`src/rtl/count32_driver_pkg.sv`:
```
// Shared constants for the count32 driver: modo encodings, FSM state codes, step sizes.
package count_pkg;
  localparam logic [1:0] MODO_UP   = 2'b00;
  localparam logic [1:0] MODO_DN   = 2'b01;
  localparam logic [1:0] MODO_DN3  = 2'b10;
  localparam logic [1:0] MODO_LOAD = 2'b11;

  localparam logic [2:0] ST_IDLE  = 3'd0;
  localparam logic [2:0] ST_LOAD  = 3'd1;
  localparam logic [2:0] ST_LCHK  = 3'd2;
  localparam logic [2:0] ST_RUN   = 3'd3;
  localparam logic [2:0] ST_DRAIN = 3'd4;
  localparam logic [2:0] ST_DONE  = 3'd5;

  localparam int DN3_STEP = 3;
endpackage

```
`src/rtl/count32_driver_if.sv`:
```
// Host command/status bus plus the counter-side signals of the count32 driver.
interface count32_driver_if #(parameter int WIDTH = 32, parameter int STEP_W = 16);
  logic              cmd_valid;
  logic              cmd_ready;
  logic [1:0]        cmd_mode;
  logic [WIDTH-1:0]  cmd_load;
  logic [STEP_W-1:0] cmd_steps;
  logic              cnt_enable;
  logic [1:0]        cnt_modo;
  logic [WIDTH-1:0]  cnt_D;
  logic [WIDTH-1:0]  cnt_Q;
  logic              cnt_rco;
  logic              done;
  logic [WIDTH-1:0]  final_q;
  logic [STEP_W-1:0] rco_count;
  logic [STEP_W-1:0] err_count;
  logic              error;

  modport master (
    output cmd_valid, cmd_mode, cmd_load, cmd_steps, cnt_Q, cnt_rco,
    input  cmd_ready, cnt_enable, cnt_modo, cnt_D, done, final_q, rco_count, err_count, error
  );
  modport slave (
    input  cmd_valid, cmd_mode, cmd_load, cmd_steps, cnt_Q, cnt_rco,
    output cmd_ready, cnt_enable, cnt_modo, cnt_D, done, final_q, rco_count, err_count, error
  );
endinterface

```
`src/rtl/count32_driver_model.sv`:
```
// Reference model of the counter value: load, then modular up/down/down-by-3 steps.
module count32_model
  import count_pkg::*;
#(
  parameter int WIDTH = 32
) (
  input  logic             clk,
  input  logic             reset,
  input  logic [1:0]       mode,
  input  logic             load_en,
  input  logic [WIDTH-1:0] load_val,
  input  logic             step_en,
  output logic [WIDTH-1:0] exp
);
  always_ff @(posedge clk) begin
    if (reset) begin
      exp <= '0;
    end else if (load_en) begin
      exp <= load_val;
    end else if (step_en) begin
      case (mode)
        MODO_UP:  exp <= exp + WIDTH'(1);
        MODO_DN:  exp <= exp - WIDTH'(1);
        MODO_DN3: exp <= exp - WIDTH'(DN3_STEP);
        default:  exp <= exp;
      endcase
    end
  end
endmodule

```
`src/rtl/count32_driver.sv`:
```
// Command-driven stimulus/checker for the count32 counter: load, step, compare, report.
module count32_driver
  import count_pkg::*;
#(
  parameter int WIDTH  = 32,
  parameter int STEP_W = 16
) (
  input  logic            clk,
  input  logic            reset,
  count32_driver_if.slave bus
);
  logic [2:0]        state;
  logic [1:0]        mode_q;
  logic [WIDTH-1:0]  load_q;
  logic [WIDTH-1:0]  exp;
  logic [WIDTH-1:0]  final_q;
  logic [STEP_W-1:0] steps_q;
  logic [STEP_W-1:0] remaining;
  logic [STEP_W-1:0] rco_cnt;
  logic [STEP_W-1:0] err_cnt;
  logic              rco_d;
  logic              run_first;
  logic              cmp_en;
  logic              mism;
  logic              rco_rise;

  count32_model #(.WIDTH(WIDTH)) u_model (
    .clk      (clk),
    .reset    (reset),
    .mode     (mode_q),
    .load_en  (state == ST_LOAD),
    .load_val (load_q),
    .step_en  (state == ST_RUN),
    .exp      (exp)
  );

  // The first RUN cycle still shows the loaded value, already checked in LCHK.
  always_comb begin
    cmp_en   = (state == ST_LCHK) || (state == ST_RUN && !run_first) || (state == ST_DRAIN);
    mism     = cmp_en && (bus.cnt_Q != exp);
    rco_rise = bus.cnt_rco && !rco_d && (state == ST_RUN || state == ST_DRAIN);
  end

  always_ff @(posedge clk) begin
    if (reset) begin
      state     <= ST_IDLE;
      mode_q    <= MODO_UP;
      load_q    <= '0;
      steps_q   <= '0;
      remaining <= '0;
      run_first <= 1'b0;
      final_q   <= '0;
      rco_cnt   <= '0;
      err_cnt   <= '0;
      rco_d     <= 1'b0;
    end else begin
      rco_d <= bus.cnt_rco;
      if (mism && err_cnt != {STEP_W{1'b1}})     err_cnt <= err_cnt + STEP_W'(1);
      if (rco_rise && rco_cnt != {STEP_W{1'b1}}) rco_cnt <= rco_cnt + STEP_W'(1);
      case (state)
        ST_IDLE: if (bus.cmd_valid) begin
          mode_q  <= bus.cmd_mode;
          load_q  <= bus.cmd_load;
          steps_q <= bus.cmd_steps;
          rco_cnt <= '0;
          err_cnt <= '0;
          state   <= ST_LOAD;
        end
        ST_LOAD: state <= ST_LCHK;
        ST_LCHK: begin
          remaining <= steps_q;
          run_first <= 1'b1;
          state     <= (mode_q == MODO_LOAD || steps_q == '0) ? ST_DRAIN : ST_RUN;
        end
        ST_RUN: begin
          run_first <= 1'b0;
          remaining <= remaining - STEP_W'(1);
          if (remaining == STEP_W'(1)) state <= ST_DRAIN;
        end
        ST_DRAIN: begin
          final_q <= bus.cnt_Q;
          state   <= ST_DONE;
        end
        ST_DONE: state <= ST_IDLE;
        default: state <= ST_IDLE;
      endcase
    end
  end

  always_comb begin
    bus.cmd_ready  = (state == ST_IDLE);
    bus.cnt_enable = (state == ST_LOAD) || (state == ST_RUN);
    bus.cnt_modo   = (state == ST_LOAD) ? MODO_LOAD : (state == ST_RUN) ? mode_q : MODO_UP;
    bus.cnt_D      = load_q;
    bus.done       = (state == ST_DONE);
    bus.final_q    = final_q;
    bus.rco_count  = rco_cnt;
    bus.err_count  = err_cnt;
    bus.error      = (err_cnt != '0);
  end
endmodule

```
`src/flat_wrapper.sv`:
```
// flat-port wrapper written by rule: the top's interface ports become plain ports
module count32_driver_flat import count_pkg::*;
#(
  parameter int WIDTH  = 32,
  parameter int STEP_W = 16
)
  (clk, reset, bus_cmd_valid, bus_cmd_mode, bus_cmd_load, bus_cmd_steps, bus_cnt_Q, bus_cnt_rco, bus_cmd_ready, bus_cnt_enable, bus_cnt_modo, bus_cnt_D, bus_done, bus_final_q, bus_rco_count, bus_err_count, bus_error);
  count32_driver_if #(.WIDTH(WIDTH), .STEP_W(STEP_W)) bus_i ();
  input  logic clk;
  input  logic reset;
  input wire logic [$bits(bus_i.cmd_valid)-1:0] bus_cmd_valid;
  input wire logic [$bits(bus_i.cmd_mode)-1:0] bus_cmd_mode;
  input wire logic [$bits(bus_i.cmd_load)-1:0] bus_cmd_load;
  input wire logic [$bits(bus_i.cmd_steps)-1:0] bus_cmd_steps;
  input wire logic [$bits(bus_i.cnt_Q)-1:0] bus_cnt_Q;
  input wire logic [$bits(bus_i.cnt_rco)-1:0] bus_cnt_rco;
  output wire logic [$bits(bus_i.cmd_ready)-1:0] bus_cmd_ready;
  output wire logic [$bits(bus_i.cnt_enable)-1:0] bus_cnt_enable;
  output wire logic [$bits(bus_i.cnt_modo)-1:0] bus_cnt_modo;
  output wire logic [$bits(bus_i.cnt_D)-1:0] bus_cnt_D;
  output wire logic [$bits(bus_i.done)-1:0] bus_done;
  output wire logic [$bits(bus_i.final_q)-1:0] bus_final_q;
  output wire logic [$bits(bus_i.rco_count)-1:0] bus_rco_count;
  output wire logic [$bits(bus_i.err_count)-1:0] bus_err_count;
  output wire logic [$bits(bus_i.error)-1:0] bus_error;
  assign bus_i.cmd_valid = bus_cmd_valid;
  assign bus_i.cmd_mode = bus_cmd_mode;
  assign bus_i.cmd_load = bus_cmd_load;
  assign bus_i.cmd_steps = bus_cmd_steps;
  assign bus_i.cnt_Q = bus_cnt_Q;
  assign bus_i.cnt_rco = bus_cnt_rco;
  assign bus_cmd_ready = bus_i.cmd_ready;
  assign bus_cnt_enable = bus_i.cnt_enable;
  assign bus_cnt_modo = bus_i.cnt_modo;
  assign bus_cnt_D = bus_i.cnt_D;
  assign bus_done = bus_i.done;
  assign bus_final_q = bus_i.final_q;
  assign bus_rco_count = bus_i.rco_count;
  assign bus_err_count = bus_i.err_count;
  assign bus_error = bus_i.error;
  count32_driver #(.WIDTH(WIDTH), .STEP_W(STEP_W)) u_core (.clk(clk), .reset(reset), .bus(bus_i));
endmodule
```
`config.mk`:
```
export PLATFORM = sky130hd
export DESIGN_NAME = count32_driver_flat
export DESIGN_NICKNAME = d
export VERILOG_FILES = /design/src/rtl/count32_driver_pkg.sv /design/src/rtl/count32_driver_if.sv /design/src/rtl/count32_driver_model.sv /design/src/rtl/count32_driver.sv /design/src/flat_wrapper.sv
export SDC_FILE = /design/constraint.sdc
export NUM_CORES = 1
export LEC_CHECK = 0
export ABC_CLOCK_PERIOD_IN_PS = 7300
export CAP_MARGIN = 10
export CORE_ASPECT_RATIO = 1.4
export CORE_MARGIN = 4
export CORE_UTILIZATION = 56
export DETAILED_ROUTE_END_ITERATION = 10
export PLACE_DENSITY_LB_ADDON = 0.2
export SYNTH_ARGS = -nofsm -noshare
export SYNTH_HDL_FRONTEND = slang
export SYNTH_SLANG_ARGS = --single-unit
```
`constraint.sdc`:
```
create_clock -name clk -period 7.3 [get_ports clk]
set_clock_uncertainty 0.2 [all_clocks]
set_input_delay 1.095 -clock clk [delete_from_list [all_inputs] [get_ports clk]]
set_output_delay 1.095 -clock clk [all_outputs]
set_load 0.01 [all_outputs]
```
-- Word level (Yosys, flattened, before mapping)
Cells that the tools add are included.
- bits in registers: 167
- latch bits: 0
- RAM bits: 0
- bits in read-only memories: 0
- input port bits: 86
- output and inout port bits: 102
- memories kept: 0
- $add $sub $neg: 6
- $mul: 0
- divide/modulo/power cells: 0
- order comparisons: 0
- equality and inequality tests: 14
- shift-type cells: 0
- muxes and demuxes: 17
- bitwise operators: 0
- reduce and logical (&&, ||, !) cells: 23
- operator list (cell ; number):
    16-bit 2-to-1 mux ; 6
    32-bit one-hot mux with 3 select lines ; 1
    32-bit 2-to-1 mux ; 2
    16-bit by 1-bit adder with 16-bit output, second input constant ; 2
    32-bit by 1-bit adder with 32-bit output, second input constant ; 1
    16-bit != test, second input constant ; 2
    32-bit != test ; 1
    16-bit one-hot mux with 2 select lines ; 1
    32-bit by 1-bit subtractor with 32-bit output, second input constant ; 1
    32-bit by 2-bit subtractor with 32-bit output, second input constant ; 1
    16-bit by 1-bit == test with 1-bit output, second input constant ; 1
    16-bit logical NOT ; 1
    16-bit nonzero test ; 1
    16-bit by 1-bit subtractor with 16-bit output, second input constant ; 1
    3-bit one-hot mux with 5 select lines ; 1
    3-bit 2-to-1 mux ; 3
    3-bit by 2-bit == test with 1-bit output, second input constant ; 2
    3-bit == test, second input constant ; 2
    1-bit logical AND ; 6
    2-bit AND reduction ; 3
    1-bit logical OR ; 5
    2-bit == test, second input constant ; 2
    2-bit 2-to-1 mux ; 2
    2-bit nonzero test ; 2
    9 further kinds ; 10

-- Logic depth before layout (Yosys ltp)
Gate-level depths: netlist (run 1).
- depth after elaboration: 9
- gate-level depth with buffers: 13
- gate-level depth less buffers: 12

-- Cells and area by module
Synthesis (run 1) repeated with hierarchy kept, for this count alone.
- cells, all modules: 1217
- area total of the unflattened synthesis: 9534.1 µm²
- by module, submodules not included (module ; times used ; cells each ; area an instance (µm²) ; seq. area each (µm²)):
    count32_driver ; 1 ; 764 ; 6127.1 ; 2702.6
    count32_model ; 1 ; 453 ; 3407.0 ; 640.6

-- Least setup slack after synthesis (run 1)
No wires, ideal clock.
- path kind: flip-flop to flip-flop
- from: register u_core.mode_q[0]
- to: register u_core.u_model.exp[31]
- library setup time: 0.070 ns
- data arrival time: 3.455 ns
- required time: 7.030 ns
- path slack: 3.575 ns
- cell stages (with the launch flop): 13
- buffers on the path: 1
- cell sequence: dfxtp_1 inv_1 ha_1 ha_1 clkbuf_1 a21o_1 a311oi_1 o22ai_1 a221o_1 o41ai_4 mux2i_1 o21ai_1 a21oi_1
- cells in the longest elaborated chain, start to end: 4
- elaborated cells on any way between the ends: 8
- classes of those cells: 2 x eq/ne; 3 x mux; 3 x reduce/logical
- ends and longest elaborated chain (element ; line ; source):
    from (decl) ; count32_driver.sv:13 ; logic [1:0] mode_q;
    from (signal assigned) ; count32_driver.sv:62 ; mode_q <= bus.cmd_mode;
    2-bit == test, or another cell as far along ; count32_driver_model.sv:21 ; case (mode)
    32-bit one-hot mux with 3 select lines ; count32_driver_model.sv:21 ;
    32-bit 2-to-1 mux ; count32_driver_model.sv:20 ; end else if (step_en) begin
    32-bit 2-to-1 mux ; count32_driver_model.sv:18 ; end else if (load_en) begin
    to (signal assigned) ; count32_driver_model.sv:19 ; exp <= load_val;
    to (signal assigned) ; count32_driver_model.sv:22 ; MODO_UP: exp <= exp + WIDTH'(1);
    to (signal assigned) ; count32_driver_model.sv:23 ; MODO_DN: exp <= exp - WIDTH'(1);
    to (decl) ; count32_driver_model.sv:13 ; output logic [WIDTH-1:0] exp
Several ways; a longest one is shown, not always the timed one. The select of a mux whose other input is x is not followed.
A chain may end at the register's enable or synchronous reset.

-- Worst setup path after layout (run 1)
Same ends and word-level chain as after synthesis.

==> flow_summary.yaml, run 1 <==
logic_synthesis:
  yosys.cell_types.count: 74
  async_flop_share: 0
  synthFlopType: "dfxtp_1"
  synth_simple_gate_area_frac: 0.222
  synth_edf_count: 0
  synth-xor-area-share: 0.0813
  syn_inst: 1116
  yosys_warnings: 0
  synthAdderAreaFrac: 0.0617
  synthMuxAreaShare: 0.00113
  syn_nets: 1245
  avgSynthCellArea_sq_um: 7.92
  synth-seq-cells: 167
  synth_compound_area_frac: 0.219
  synth_top_family_by_area: "simple AND/OR/NAND/NOR gates"
  netlist_area_sq_mm: 0.00884
  synth_sequential_area_ratio: 0.378
clock_tree:
  hold_buffers: 0
  numClockSinks: 167
  insertion_delay_ns: 0.43
  cts.repair.resized: 0
  cts_max_level: 4
  cts_buffer_depth: 2
  cts_root_buf: "clkbuf_16"
  cts_buffers: 17
  cts_tree: "done"
  clkTransAtPathRegs_ns: 0.06
  post_cts_buffers: 0
layout:
  finalCoreUtilization: 0.734
  drive_gt1_frac: 0.0491
  area_growth_pct: 29.1
  final_nets: 1401
  antenna_cells: 0
pwr:
  p_per_area_mw_per_mm2: 249
  vdd_drop_max_v: 0.000201
  cellLeakagePower_uw: 0.00410
floorplan:
  die_x_um: 114
  dieArea_sq_mm: 0.0179
  fp-row-count: 54
  ios: 188
  floorplan.initialDensity: 0.569
  coreArea_sq_mm: 0.0155
  die-height_um: 157
drt:
  via_per_inst: 5.87
  wire_per_inst_um: 17.9
  drc: 0
  num_vias: 8681
  drt-initial-drc-count: 689
  dr.pass1.iters: 5
  routed_wl_um: 26400
  ant_nets: 0
setup_path:
  cp.arrival_ns: 4.01
  crit_chain: "inv_1 > ha_1 > buf_4 > ha_1 > a21oi_1 > a21oi_1 > a311oi_1 > o22ai_1 > a221o_1 > o41ai_4 > mux2i_1 > o21ai_1 > a21oi_1"
  cpMaxStageDelayCell: "a221o_1"
  setup.worst_path.start_class: "flip-flop"
  cpPeakStageDelay_ns: 0.41
  crit_type: "flip-flop to flip-flop"
  critical_path_buf_inv_count: 2
  required_ns: 7.46
  critical_path.top_delay_family: "compound AO/OA/AOI/OAI gates"
  crit_top_cell: "a21oi_1"
  end_kind: "flip-flop"
  cp_max_fo: 35
sta:
  min_period_ns: 3.85
  fin_crit_sh: 0.528
  rsz0062_at_grt: "false"
  final.setup.tns_ns: 0
  final-max-slew-violation-count: 0
  setup_viol: 0
  tightestPinTransition_ns: 1.06
  final_hold_viol_count: 0
  timing.slew.headroom: 0.292
  max_freq_ghz: 0.259
worst_hold_path:
  hold_class: "flip-flop to flip-flop"
grt:
  grt_usage: 0.290
  grt_pass1_wl_um: 41700
  grt_max_degree: 85
  first_global_vias: 8462
  antenna_found_initial: 0
  gr-total-overflow: 0
outcome:
  status: "complete, no violations"
job:
  drv_cap: 0
placed_design:
  portBuffers: 187
  place_hpwl_um: 19100
  routabilityCongestion: 0.914
==> power breakdown <==
part / total (uW) / switching, uW / leakage (uW) / internal, uW
Combinational: 804 / 469 / 0.00246 / 334
Sequential: 1070 / 86.1 / 0.00136 / 987
Clock: 959 / 379 / 0.000292 / 580
Total: 2840 / 934 / 0.00410 / 1900
==> cell families (layout without fill, tap and decap cells) <==
group,count (synthesis),after routing
fa+ha+maj,43,43
flops,167,167
simple gates,428,428
mux,1,1
compound gates,313,313
buf+inv,82,249
xor+xnor,82,82
==> layer usage <==
layer,wire [um],GRT usage,vias to the layer above,part of all wire
met4,1480,0.159,0,0.056
met3,1200,0.0534,82,0.045
met1,9740,0.304,4093,0.37
met2,14000,0.539,266,0.53
li1,-,-,4240,-
met5,0,0,-,0
==> cell usage after synthesis, drive strengths merged, types with 4 or more instances <==
cell type | instances | area [sq um]
a211oi | 15 | 118
a21boi | 5 | 41.3
a21o | 9 | 67.6
a21oi | 157 | 793
a221oi | 5 | 43.8
a22oi | 31 | 233
a31oi | 4 | 25.0
and3 | 7 | 43.8
and4 | 5 | 43.8
buf | 7 | 46.3
clkbuf | 53 | 199
dfxtp | 167 | 3340
ha | 42 | 526
inv | 22 | 82.6
nand2 | 229 | 872
nand2b | 9 | 56.3
nand3 | 23 | 115
nand4 | 16 | 100
nor2 | 74 | 278
nor2b | 5 | 31.3
nor3 | 22 | 143
nor4 | 11 | 75.1
o211ai | 5 | 37.5
o21a | 5 | 37.5
o21ai | 37 | 185
o21bai | 7 | 52.6
o22ai | 8 | 56.3
or3 | 11 | 68.8
xnor2 | 62 | 543
xor2 | 20 | 175
==> final timing paths <==
check	from	endpoint	slack (ns)	depth (start not counted)
setup / recovery	u_core.mode_q[0]$_SDFFE_PP0P_	u_core.u_model.exp[31]$_SDFFE_PP0P_	3.45	13
hold / removal	u_core.bus.final_q[26]$_SDFFE_PP0P_	u_core.bus.final_q[26]$_SDFFE_PP0P_	0.25	2
setup reg to reg	u_core.mode_q[0]$_SDFFE_PP0P_	u_core.u_model.exp[31]$_SDFFE_PP0P_	3.45	13
hold reg to reg	u_core.bus.final_q[26]$_SDFFE_PP0P_	u_core.bus.final_q[26]$_SDFFE_PP0P_	0.25	2
==> placed cells by master (no fill, tap or decap), types with 18 or more instances in the layout <==
master	Yosys	routed
xnor2_1	62	62
nand2_1	226	226
clkdlybuf4s50_1	0	186
nand3_1	23	23
xor2_1	20	20
inv_1	22	22
a21oi_1	155	155
ha_1	42	42
dfxtp_1	167	167
nor2_1	74	71
a22oi_1	31	31
o21ai_0	29	29
nor3_1	18	18
==> cell type report <==
class,instances,area [sq um]
timing repair buffer,197,1940
inverter,22,82.6
sequential,167,3340
tap,196,245
fill,1271,4130
clock buffer,19,443
clock inverter,11,174
multi-input combinational,867,5170
==> worst min-delay path, delay by kind of cell, from the launching register on <==
kind             cells  cell delay [ns]
AO/OA/AOI/OAI        1             0.05
flip-flops           1             0.31
AND/OR/NAND/NOR      1             0.05
==> per-stage QoR <==
step	hold slack, ns	cell area [sq um]	setup slack (ns)	std cells	total power, uW
after floorplan	0.245	8840	3.57	1116	1610
after global placement	0.241	10800	3.63	1449	1870
after detailed placement	0.247	10800	3.52	1449	1880
after CTS	0.255	11400	3.48	1479	2840
after global routing	0.267	11400	3.22	1479	2970
final	0.253	11400	3.45	1479	2840
==> state kept, by name, summed over array words and instances, names as in the netlist, 2 cells and up <==
name / count
u_core.bus.final_q: 32
u_core.bus.rco_count: 16
u_core.bus.cnt_D: 32
u_core.state: 3
u_core.bus.err_count: 16
u_core.u_model.exp: 32
u_core.mode_q: 2
u_core.steps_q: 16
u_core.remaining: 16
Power figures use the tool's default switching activity.
==> inputs of run 2 (changes only) <==
Settings changed: ABC_CLOCK_PERIOD_IN_PS 7300 to 3720, CORE_UTILIZATION 56 to 52.
Clock period 7.3 ns to 3.72 ns, I/O delays scaled along.
==> flow_summary.yaml, run 2 (synthesis gave the netlist of run 1 again) <==
outcome:
  status: "complete, no violations"
floorplan:
  die-height_um: 162
  coreArea_sq_mm: 0.0167
  die_x_um: 118
  ios: 188
  floorplan.initialDensity: 0.528
  fp-row-count: 56
  dieArea_sq_mm: 0.0192
drt:
  num_vias: 8775
  routed_wl_um: 27000
  dr.pass1.iters: 6
  wire_per_inst_um: 18.0
  drt-initial-drc-count: 682
  drc: 0
  ant_nets: 0
  via_per_inst: 5.84
layout:
  drive_gt1_frac: 0.0654
  design_area_sq_mm: 0.0116
  final_nets: 1416
  nFillCells: 1400
  antenna_cells: 0
  final_common_cell: "nand2_1"
  layout_common_cells: "nand2_1 (226), clkdlybuf4s50_1 (186), dfxtp_1 (167)"
  area_growth_pct: 30.7
sta:
  final_hold_viol_count: 0
  final-max-slew-violation-count: 0
  setup_viol: 0
  fin_crit_sh: 0.940
  fin_ws_ns: 0.221
  tightestPinTransition_ns: 0.833
  max_freq_ghz: 0.286
  timing.slew.headroom: 0.445
  min_period_ns: 3.50
clock_tree:
  hold_buffers: 0
  cts_tree: "done"
  cts_buffer_depth: 2
  insertion_delay_ns: 0.43
  clkTransAtPathRegs_ns: 0.07
  numClockSinks: 167
  cts_max_level: 4
  cts_buffers: 17
  cts_root_buf: "clkbuf_16"
setup_path:
  end_kind: "flip-flop"
  setup.worst_path.start_class: "flip-flop"
  crit_chain: "inv_1 > ha_4 > buf_4 > ha_1 > a211oi_2 > o21bai_1 > and4_1 > o21ai_2 > a21boi_1 > o211ai_1 > a21oi_1 > nor4_1 > o32ai_2"
  cpMaxStageDelayCell: "dfxtp_1"
  cp.arrival_ns: 3.58
  crit_type: "flip-flop to flip-flop"
  required_ns: 3.80
  cp_max_fo: 11
  cpPeakStageDelay_ns: 0.38
placed_design:
  place_ws_ns: 0.0203
  routabilityCongestion: 0.929
  portBuffers: 187
  dpl_cell_area_sq_mm: 0.0109
  place_hpwl_um: 19700
job:
  drv_cap: 0
grt:
  gr-total-overflow: 0
  grt_pass1_wl_um: 43200
  grt_usage: 0.279
  first_global_vias: 8631
  antenna_found_initial: 0
  grt_max_degree: 80
worst_hold_path:
  hold_class: "flip-flop to flip-flop"
pwr:
  cellLeakagePower_uw: 0.00418
  vdd_drop_max_v: 0.000326
  p_per_area_mw_per_mm2: 481
## run 2: changes by cell type in the layout (fill, tap and decap cells not counted), moves of 2 or more
cell       change
buf_4         +14
clkinv_4       +3
bufinv_16      -2
clkbuf_8       +2
## run 2: path summary, 6_finish.rpt
path | from | slack [ns] | to | depth (start not counted)
worst max-delay path | u_core.mode_q[1]$_SDFFE_PP0P_ | 0.22 | u_core.u_model.exp[30]$_SDFFE_PP0P_ | 13
worst min-delay path | u_core.bus.final_q[20]$_SDFFE_PP0P_ | 0.25 | u_core.bus.final_q[20]$_SDFFE_PP0P_ | 2
worst max register to register | u_core.mode_q[1]$_SDFFE_PP0P_ | 0.22 | u_core.u_model.exp[30]$_SDFFE_PP0P_ | 13
worst min register to register | u_core.bus.final_q[20]$_SDFFE_PP0P_ | 0.25 | u_core.bus.final_q[20]$_SDFFE_PP0P_ | 2
## run 2: worst max-delay path, delay by kind of cell (launching register included)
family | cells | cell delay [ns]
fa+ha+maj | 2 | 0.67
buf+inv | 2 | 0.28
compound gates | 7 | 1.23
simple gates | 2 | 0.58
flops | 1 | 0.38
## run 2: stage by stage
step | util | instances | power [uW] | hold slack, ns | setup TNS [ns]
after floorplan | - | 1116 | 3160 | 0.245 | 0
after global placement | 0.651 | 1470 | 3740 | 0.242 | 0
after detailed placement | 0.651 | 1470 | 3750 | 0.246 | 0
after CTS | 0.687 | 1501 | 5550 | 0.254 | 0
after global routing | 0.690 | 1502 | 5830 | 0.272 | -0.00240
final | 0.690 | 1502 | 5560 | 0.254 | 0
## run 2: metal layers
layer	part of all wire	track usage	wire length (um)	vias up
met5	0	0	0	-
met4	0.052	0.141	1390	0
met3	0.046	0.0578	1230	76
met2	0.53	0.521	14300	278
met1	0.37	0.294	10000	4142
li1	-	-	-	4279
## run 2: final cells by class
cell class / instances / area (sq um) / area share
Multi-Input combinational cell: 867 / 5210 / 0.451
Sequential cell: 167 / 3340 / 0.289
Timing Repair Buffer: 212 / 2060 / 0.179
Clock buffer: 19 / 453 / 0.0392
Tap cell: 203 / 254 / 0.0220
Clock inverter: 12 / 144 / 0.0125
Inverter: 22 / 82.6 / 0.00715
## run 2: report_power, final
part | leakage (uW) | internal (uW) | switching, uW
logic | 0.00254 | 704 | 945
clock network | 0.000283 | 1030 | 764
registers | 0.00136 | 1940 | 175
## run 2: repair_timing
action,4_1_cts,5_1_grt
endpoints found under the setup margin,0,12
resized for setup,0,6
buffers inserted,0,1
==> inputs of run 3 (changes only) <==
Settings changed: CORE_UTILIZATION 52 to 50, CTS_CLUSTER_SIZE set to 16, HOLD_SLACK_MARGIN set to 0.06.
==> flow_summary.yaml, run 3 (synthesis gave the netlist of run 1 again) <==
floorplan:
  floorplan.initialDensity: 0.510
  dieArea_sq_mm: 0.0199
  die-height_um: 165
  die_x_um: 120
  coreArea_sq_mm: 0.0173
  ios: 188
  fp-row-count: 57
sta:
  final-max-slew-violation-count: 0
  hold_slack_ns: 0.255
  setup_viol: 0
  max_freq_ghz: 0.284
  tightestPinTransition_ns: 0.939
  final.setup.tns_ns: 0
  min_period_ns: 3.52
  rsz0062_at_grt: "false"
  fin_crit_sh: 0.947
  final_hold_viol_count: 0
  timing.slew.headroom: 0.374
layout:
  fin_cells: 1539
  final_common_cell: "nand2_1"
  final_nets: 1419
  design_area_sq_mm: 0.0116
  layout_common_cells: "nand2_1 (226), clkdlybuf4s50_1 (186), dfxtp_1 (167)"
  area_growth_pct: 30.7
  antenna_cells: 0
  finalCoreUtilization: 0.667
  drive_gt1_frac: 0.0645
  nFillCells: 1547
setup_path:
  startpoint: "u_core.mode_q[1]$_SDFFE_PP0P_"
  required_ns: 3.87
  cp_max_fo: 15
  r2r_start: "u_core.mode_q[1]$_SDFFE_PP0P_"
  rrSetupSlack_ns: 0.20
  cp.arrival_ns: 3.68
  reg2regPathDepth: 13
  rr_endpoint: "u_core.u_model.exp[31]$_SDFFE_PP0P_"
  setup.worst_path.start_class: "flip-flop"
  crit_type: "flip-flop to flip-flop"
  end_kind: "flip-flop"
worst_hold_path:
  min_path_cells: 2
  hold_class: "flip-flop to flip-flop"
  min-delay-start: "u_core.bus.final_q[30]$_SDFFE_PP0P_"
  min_to: "u_core.bus.final_q[30]$_SDFFE_PP0P_"
placed_design:
  dpl_cell_area_sq_mm: 0.0109
  dp_cells: 1503
  routabilityCongestion: 0.930
  portBuffers: 187
  place_hpwl_um: 19700
clock_tree:
  clkTransAtPathRegs_ns: 0.07
  cts_buffer_depth: 2
  insertion_delay_ns: 0.44
  numClockSinks: 167
  cts_tree: "done"
  cts_root_buf: "clkbuf_16"
  cts_max_level: 4
  hold_buffers: 0
  cts_buffers: 17
pwr:
  p_per_area_mw_per_mm2: 472
  vdd_drop_max_v: 0.000263
  cellLeakagePower_uw: 0.00418
grt:
  first_global_vias: 8554
  gr-total-overflow: 0
  grt_usage: 0.268
  antenna_found_initial: 0
  grt_max_degree: 89
  grt_pass1_wl_um: 42700
drt:
  dr.pass1.iters: 6
  routed_wl_um: 26800
  num_vias: 8725
  wire_per_inst_um: 17.4
  via_per_inst: 5.67
  drc: 0
  ant_nets: 0
  drt-initial-drc-count: 636
job:
  drv_cap: 0
outcome:
  status: "complete, no violations"
## run 3: changes by cell type in the layout (fill, tap and decap cells not counted), sizes merged
cell / change
buf: +4
inv: +3
bufinv: -2
clkinvlp: -1
## run 3: final cells by class
type	count	area, sq um	share of cell area
Clock buffer	20	457	0.0395
Clock inverter	12	110	0.00953
Inverter	22	82.6	0.00715
Multi-Input combinational cell	867	5190	0.449
Sequential cell	167	3340	0.289
Tap cell	236	295	0.0256
Timing Repair Buffer	215	2080	0.180
## run 3: worst max path at each step
stage,slack (ns),end,depth (start not counted)
after floorplan,0.25,u_core.u_model.exp[31]$_SDFFE_PP0P_,12
after global placement,0.09,u_core.u_model.exp[31]$_SDFFE_PP0P_,12
after detailed placement,0.02,u_core.u_model.exp[31]$_SDFFE_PP0P_,12
after CTS,0.02,u_core.u_model.exp[31]$_SDFFE_PP0P_,12
after global routing,0.02,u_core.u_model.exp[31]$_SDFFE_PP0P_,12
final,0.20,u_core.u_model.exp[31]$_SDFFE_PP0P_,13
## run 3: critical path, stage by stage, from the launching register on
cell	delay, ns
dfxtp_1	0.38
inv_1	0.12
ha_4	0.33
buf_4	0.16
ha_1	0.36
nand2_1	0.18
a21oi_1	0.06
a221oi_1	0.37
and2b_1	0.22
a221o_1	0.32
o41ai_4	0.29
mux2i_1	0.23
o21ai_1	0.08
a21oi_1	0.14
## run 3: power breakdown
group / switching [uW] / internal [uW] / total (uW)
clock: 785 / 913 / 1700
combinational: 929 / 706 / 1630
sequential: 182 / 1940 / 2120
## run 3: timing repair
| action | CTS | global route |
|---|---|---|
| resized for setup | 0 | 2 |
| endpoints found under the setup margin | 0 | 9 |
| buffers inserted | 0 | 4 |
## run 3: metal layers
metal | GRT usage | routed length (um)
met5 | 0 | 0
met4 | 0.147 | 1500
met3 | 0.0549 | 1130
met2 | 0.506 | 14400
met1 | 0.274 | 9830
## run 3: stage by stage
stage / setup WS [ns] / power [uW]
floorplan: 0.249 / 3160
detailed placement: 0.0247 / 3760
CTS: 0.0151 / 5450
global placement: 0.0934 / 3740
global route: 0.0178 / 5740
finish: 0.197 / 5450
